`config.mk`:
```
export PLATFORM = sky130hd
export DESIGN_NAME = ct_time_of_day
export DESIGN_NICKNAME = d
export VERILOG_FILES = /design/src/rtl/ct_time_of_day.sv
export SDC_FILE = /design/constraint.sdc
export NUM_CORES = 1
export LEC_CHECK = 0
export BUFFER_PORTS_ARGS = -buffer_cell sky130_fd_sc_hd__buf_2
export CAP_MARGIN = 20
export CORE_ASPECT_RATIO = 0.75
export CORE_UTILIZATION = 39
export DETAILED_ROUTE_END_ITERATION = 6
export GPL_TIMING_DRIVEN = 0
export SYNTH_ARGS = -nofsm -noshare
export SYNTH_HDL_FRONTEND = slang
export SYNTH_SLANG_ARGS = --single-unit
```
`constraint.sdc`:
```
create_clock -name clk -period 5.5 [get_ports clk]
set_input_delay 1.375 -clock clk [delete_from_list [all_inputs] [get_ports clk]]
set_output_delay 1.375 -clock clk [all_outputs]
set_load 0.01 [all_outputs]
```
`src/rtl/ct_time_of_day.sv`:
```
// Time-of-day counter: prescaler -> seconds -> minutes -> hours, with day_tick at midnight.
// Optional 12-hour display with PM flag when CT_TOD_AMPM_EN is defined.
module ct_time_of_day #(
    parameter int DIV   = 1,
    parameter int DIV_W = 16
) (
    input  logic       clk,
    input  logic       rst_n,
    input  logic       en,
    input  logic       set_mode,
    input  logic       set_min,
    input  logic       set_hr,
    output logic [5:0] secs,
    output logic [5:0] mins,
    output logic [4:0] hrs,
    output logic       sec_tick,
    output logic       day_tick,
    output logic       pm
);

    localparam logic [DIV_W-1:0] PSC_TC = DIV_W'(DIV - 1);

    logic [DIV_W-1:0] psc_q, psc_d;
    logic [5:0]       secs_q, secs_d;
    logic [5:0]       mins_q, mins_d;
    logic [4:0]       hrs_q, hrs_d;
    logic             sec_tick_q, sec_tick_d;
    logic             day_tick_q, day_tick_d;

    always_comb begin
        psc_d      = psc_q;
        secs_d     = secs_q;
        mins_d     = mins_q;
        hrs_d      = hrs_q;
        sec_tick_d = 1'b0;
        day_tick_d = 1'b0;
        if (set_mode) begin
            // Adjustments never carry, so they can never fake a day boundary.
            psc_d  = '0;
            secs_d = '0;
            if (set_min) mins_d = (mins_q == 6'd59) ? 6'd0 : mins_q + 6'd1;
            if (set_hr)  hrs_d  = (hrs_q == 5'd23) ? 5'd0 : hrs_q + 5'd1;
        end else if (en) begin
            if (psc_q == PSC_TC) begin
                psc_d      = '0;
                sec_tick_d = 1'b1;
                if (secs_q == 6'd59) begin
                    secs_d = 6'd0;
                    if (mins_q == 6'd59) begin
                        mins_d = 6'd0;
                        if (hrs_q == 5'd23) begin
                            hrs_d      = 5'd0;
                            day_tick_d = 1'b1;
                        end else begin
                            hrs_d = hrs_q + 5'd1;
                        end
                    end else begin
                        mins_d = mins_q + 6'd1;
                    end
                end else begin
                    secs_d = secs_q + 6'd1;
                end
            end else begin
                psc_d = psc_q + 1'b1;
            end
        end
    end

    always_ff @(posedge clk or negedge rst_n) begin
        if (!rst_n) begin
            psc_q      <= '0;
            secs_q     <= '0;
            mins_q     <= '0;
            hrs_q      <= '0;
            sec_tick_q <= 1'b0;
            day_tick_q <= 1'b0;
        end else begin
            psc_q      <= psc_d;
            secs_q     <= secs_d;
            mins_q     <= mins_d;
            hrs_q      <= hrs_d;
            sec_tick_q <= sec_tick_d;
            day_tick_q <= day_tick_d;
        end
    end

    assign secs     = secs_q;
    assign mins     = mins_q;
    assign sec_tick = sec_tick_q;
    assign day_tick = day_tick_q;

`ifdef CT_TOD_AMPM_EN
    // Internal register stays 0..23; only the display is folded to 1..12.
    always_comb begin
        if (hrs_q == 5'd0)      hrs = 5'd12;
        else if (hrs_q > 5'd12) hrs = hrs_q - 5'd12;
        else                    hrs = hrs_q;
    end
    assign pm = (hrs_q >= 5'd12);
`else
    assign hrs = hrs_q;
    assign pm  = 1'b0;
`endif

endmodule

```
-- Word-level counts from Yosys, hierarchy flattened
Index checks and enable logic that the tools add are counted.
- word-level logic and storage cells: 52
- bits in registers: 35
- input port bits: 6
- output and inout port bits: 20
- equal/unequal tests: 5
- muxes and demuxes: 29
- add/sub/neg operators: 4
- reductions and logical operators: 8
- operator list (cell ; number):
    2-to-1 mux 6 bit ; 10
    2-to-1 mux 16 bit ; 3
    2-to-1 mux 5 bit ; 7
    adder 16 x 1 -> 16 bit, second input constant ; 1
    logical NOT 16 bit ; 1
    adder 6 x 1 -> 6 bit, second input constant ; 2
    equality test 6 bit, second input constant ; 2
    2-to-1 mux 1 bit ; 9
    nonzero test 2 bit ; 4
    adder 5 x 1 -> 5 bit, second input constant ; 1
    equality test 5 bit, second input constant ; 1
    AND reduction 5 bit ; 1
    != test 2 x 1 -> 1 bit, second input constant ; 2
    AND reduction 4 bit ; 1
    AND reduction 2 bit ; 1

-- Longest topological paths before layout
- depth in word-level cells: 7
- depth in mapped cells: 9

-- Worst setup path before layout
OpenSTA, ideal clock, no wires.
- kind: input to register
- from: input port en
- to: register mins_q[2] (netlist: mins[2])
- stages on the path: 7
- required time: 5375 ps
- setup slack: 2054 ps
- arrival: 3321 ps
- setup time: 125 ps
- cells stage by stage: clkbuf_1 > or4b_1 > or4_1 > buf_2 > o31a_1 > nor2b_1 > mux2_2
- cells in the longest elaborated chain, start to end: 2
- ends and longest elaborated chain (item ; RTL line ; RTL):
    start, declared ; 9 ; input logic en,
    nonzero test 2 bit (no line) ; -- ;
    AND reduction 4 bit (no line) ; -- ;
    end signal, assigned ; 80 ; mins_q <= mins_d;
    end, declared ; 25 ; logic [5:0] mins_q, mins_d;
Every way passes these cells.
A chain may end at the register's enable or synchronous reset.

-- Worst setup path in the final report
Ends and elaborated chain as after synthesis.

==> results.toml <==
[timing]
setup_slack_ns = 2.16
worstMarginPinSlew_ns = 0.839
fmax_mhz = 299
totalNegativeSetupSlack_ns = 0
layout_min_cycle_time_ns = 3.34
maxSlewViolCount = 0
skew_ns = 0.0106
rsz0062_at_grt = "no"
setup_violations = 0
finalCritPeriodShare_pct = 60.7
slew_headroom_pct = 43.5
hold_violations = 0

[clock_network]
clk_pin_slew_worst_paths_ns = 0.07
ctsResizeCount = 0
cts_hold_buffers = 0
cts_setup_buffers = 0
cts_max_path_buffers = 2
cts_made_buffers = 5
numClockSinks = 35
clk_latency_ns = 0.29
htree_levels = 2
cts-root-buf = "clkbuf_8"
tritoncts = "built"

[grt]
grt_pass1_vias = 1367
antenna_found_initial = 0
grt_pass1_wl_um = 6850
grt_use_total_pct = 18.7
grt_max_degree = 36
grt-ovfl-total = 0

[critical_path]
arrival_ns = 3.51
path_class = "in -> reg"
crit_slowest_cell = "or4b_1"
crit_path_end_kind = "register"
crit_fanout = 10
cp_top_family = "simple AND/OR/NAND/NOR gates"
required_ns = 5.67
cp_num_buf_inv = 2
start_kind = "input pin"
critPathMaxStageDelay_ns = 0.46
worstPathCellList = "clkbuf_1 -> or4b_1 -> or4_1 -> buf_2 -> o31a_1 -> nor2b_1 -> mux2_2"

[logic_synthesis]
synth-compound-area-share_pct = 9.82
syn_area_mm2 = 0.00187
netlist_top_cells_count = "dfrtp_1, nor2_1, nand2_1, xor2_1"
synth.area.top_cells = "dfrtp_1, nor2_1, xor2_1"
ys_seq_area_share_pct = 46.8
synth_top_family_by_area = "simple AND/OR/NAND/NOR gates"
synth-simple-area-share_pct = 27.1
synthMostInstantiatedCell = "dfrtp_1"
synthXorXnorAreaFrac_pct = 6.55
syn-num-nets = 212
synth_fa_ha_area_share_pct = 3.34
synthArstFlopShare_pct = 100
yosysTopAreaCellShare_pct = 46.8
synth-seq-cells = 35
synth_flop_cell = "dfrtp_1"
yosysWarnings = 0
syn_inst = 201
synth_mux_area_share_pct = 2.94
synth_edf_count = 0
synth_cell_types = 42
syn_avg_cell_area_um2 = 9.32
synth_top_area_cell = "dfrtp_1"

[cells_and_area]
fillers = 458
diodes = 0
fin_nets = 241
multi_input_comb_area_um2 = 936
drive_above_1_share_pct = 16.9
seq_area_um2 = 876
fin_area_mm2 = 0.00217
syn_to_final_growth_pct = 15.7

[routing]
num_vias = 1509
initialDrtViolationCount = 65
route.detailed.drc = 0
drt_pre_antenna_iters = 4
wl_per_cell_um = 13.8
vias_per_cell = 5.24
ant_nets = 0
wirelength_um = 3980

[pwr]
powerDensity_mw_per_mm2 = 342
ir_drop_mv = 0.194
totalPowerFinal_mw = 0.742
p_leak_nw = 0.972

[place]
dp_slack_ns = 1.85
placed_area_mm2 = 0.00205
place.gp.congestion = 0.767
numPortBuffers = 22
dp_hpwl_um = 2880

[floorplan]
die_w_um = 82.0
die_area_mm2 = 0.00509
initial_utilization_pct = 41.2
core_mm2 = 0.00455
die_h_um = 62.0
boundaryPins = 26
row_count = 21

[outcome]
status = "finished, final reports clean"

[run]
max_cap_violations = 0

[worst_hold_path]
hold_class = "reg -> reg"
[cells by family after synthesis]
group,count (synthesis)
other,1
adders and majority gates,5
buffers and inverters,13
AOI/OAI and AO/OA,30
xor gates and xnor gates,14
DFF,35
muxes,5
and+or+nand+nor,98
[registers in the layout, summed over array words and instances, names as in the netlist]
register	flops
sec_tick	1
day_tick	1
hrs	5
secs	6
psc_q	16
mins	6
[area by class of cell]
| class | instances | share of cell area, % |
|---|---|---|
| inverter | 5 | 0.866 |
| tap | 57 | 3.29 |
| sequential | 35 | 40.4 |
| clock buffer | 5 | 3.18 |
| timing repair buffer | 22 | 5.08 |
| clock inverter | 3 | 2.02 |
| multi-input combinational | 153 | 43.2 |
| buffer | 8 | 1.96 |
[stage by stage]
stage / instances / hold slack (ns) / util (%)
after floorplan: 201 / 0.511 / -
after CTS: 288 / 0.531 / 47.7
after global placement: 280 / 0.514 / 45.2
after global routing: 288 / 0.569 / 47.7
final: 288 / 0.529 / 47.7
after detailed placement: 280 / 0.520 / 45.2
[report_power, final]
part	internal (mW)	switching, mW
sequential	0.296	0.0459
clock	0.135	0.100
combinational	0.0741	0.0911
[cells in the final DEF, fill, tap and decap left out, types with 7 or more instances in the layout]
cell type | synthesis | routed
xor2_1 | 11 | 11
nand4_1 | 7 | 7
nor2_1 | 31 | 31
buf_2 | 1 | 23
o21ai_0 | 10 | 10
a21oi_1 | 9 | 9
dfrtp_1 | 35 | 35
nand2_1 | 18 | 18
nand3_1 | 10 | 10
[per-layer routing]
| metal | vias to the layer above | track usage, % | part of all wire (%) |
|---|---|---|---|
| li1 | 773 | - | - |
| met1 | 707 | 27.3 | 55 |
| met2 | 24 | 27.4 | 40 |
| met3 | 5 | 4.38 | 3.3 |
| met4 | 0 | 6.02 | 1.2 |
| met5 | - | 0 | 0 |
[final timing paths]
check	startpoint	endpoint	slack, ns	depth (start not counted)
min	mins[4]	mins[4]	0.53	1
max reg2reg	psc_q[0]	mins[2]	2.79	8
min in group asynchronous	rst_n	psc_q[9]	1.16	1
max	en	mins[2]	2.16	7
min reg2reg	mins[4]	mins[4]	0.53	1
max in group asynchronous	rst_n	secs[0]	3.84	1
[worst reg2reg max path: cells and delay by family (launching register included)]
family | cells | cell delay, ns
and+or+nand+nor | 3 | 1.10
DFF | 1 | 0.40
muxes | 1 | 0.34
AOI/OAI and AO/OA | 1 | 0.31
buffers and inverters | 2 | 0.28
adders and majority gates | 1 | 0.16
(Power assumes the default switching activity.)
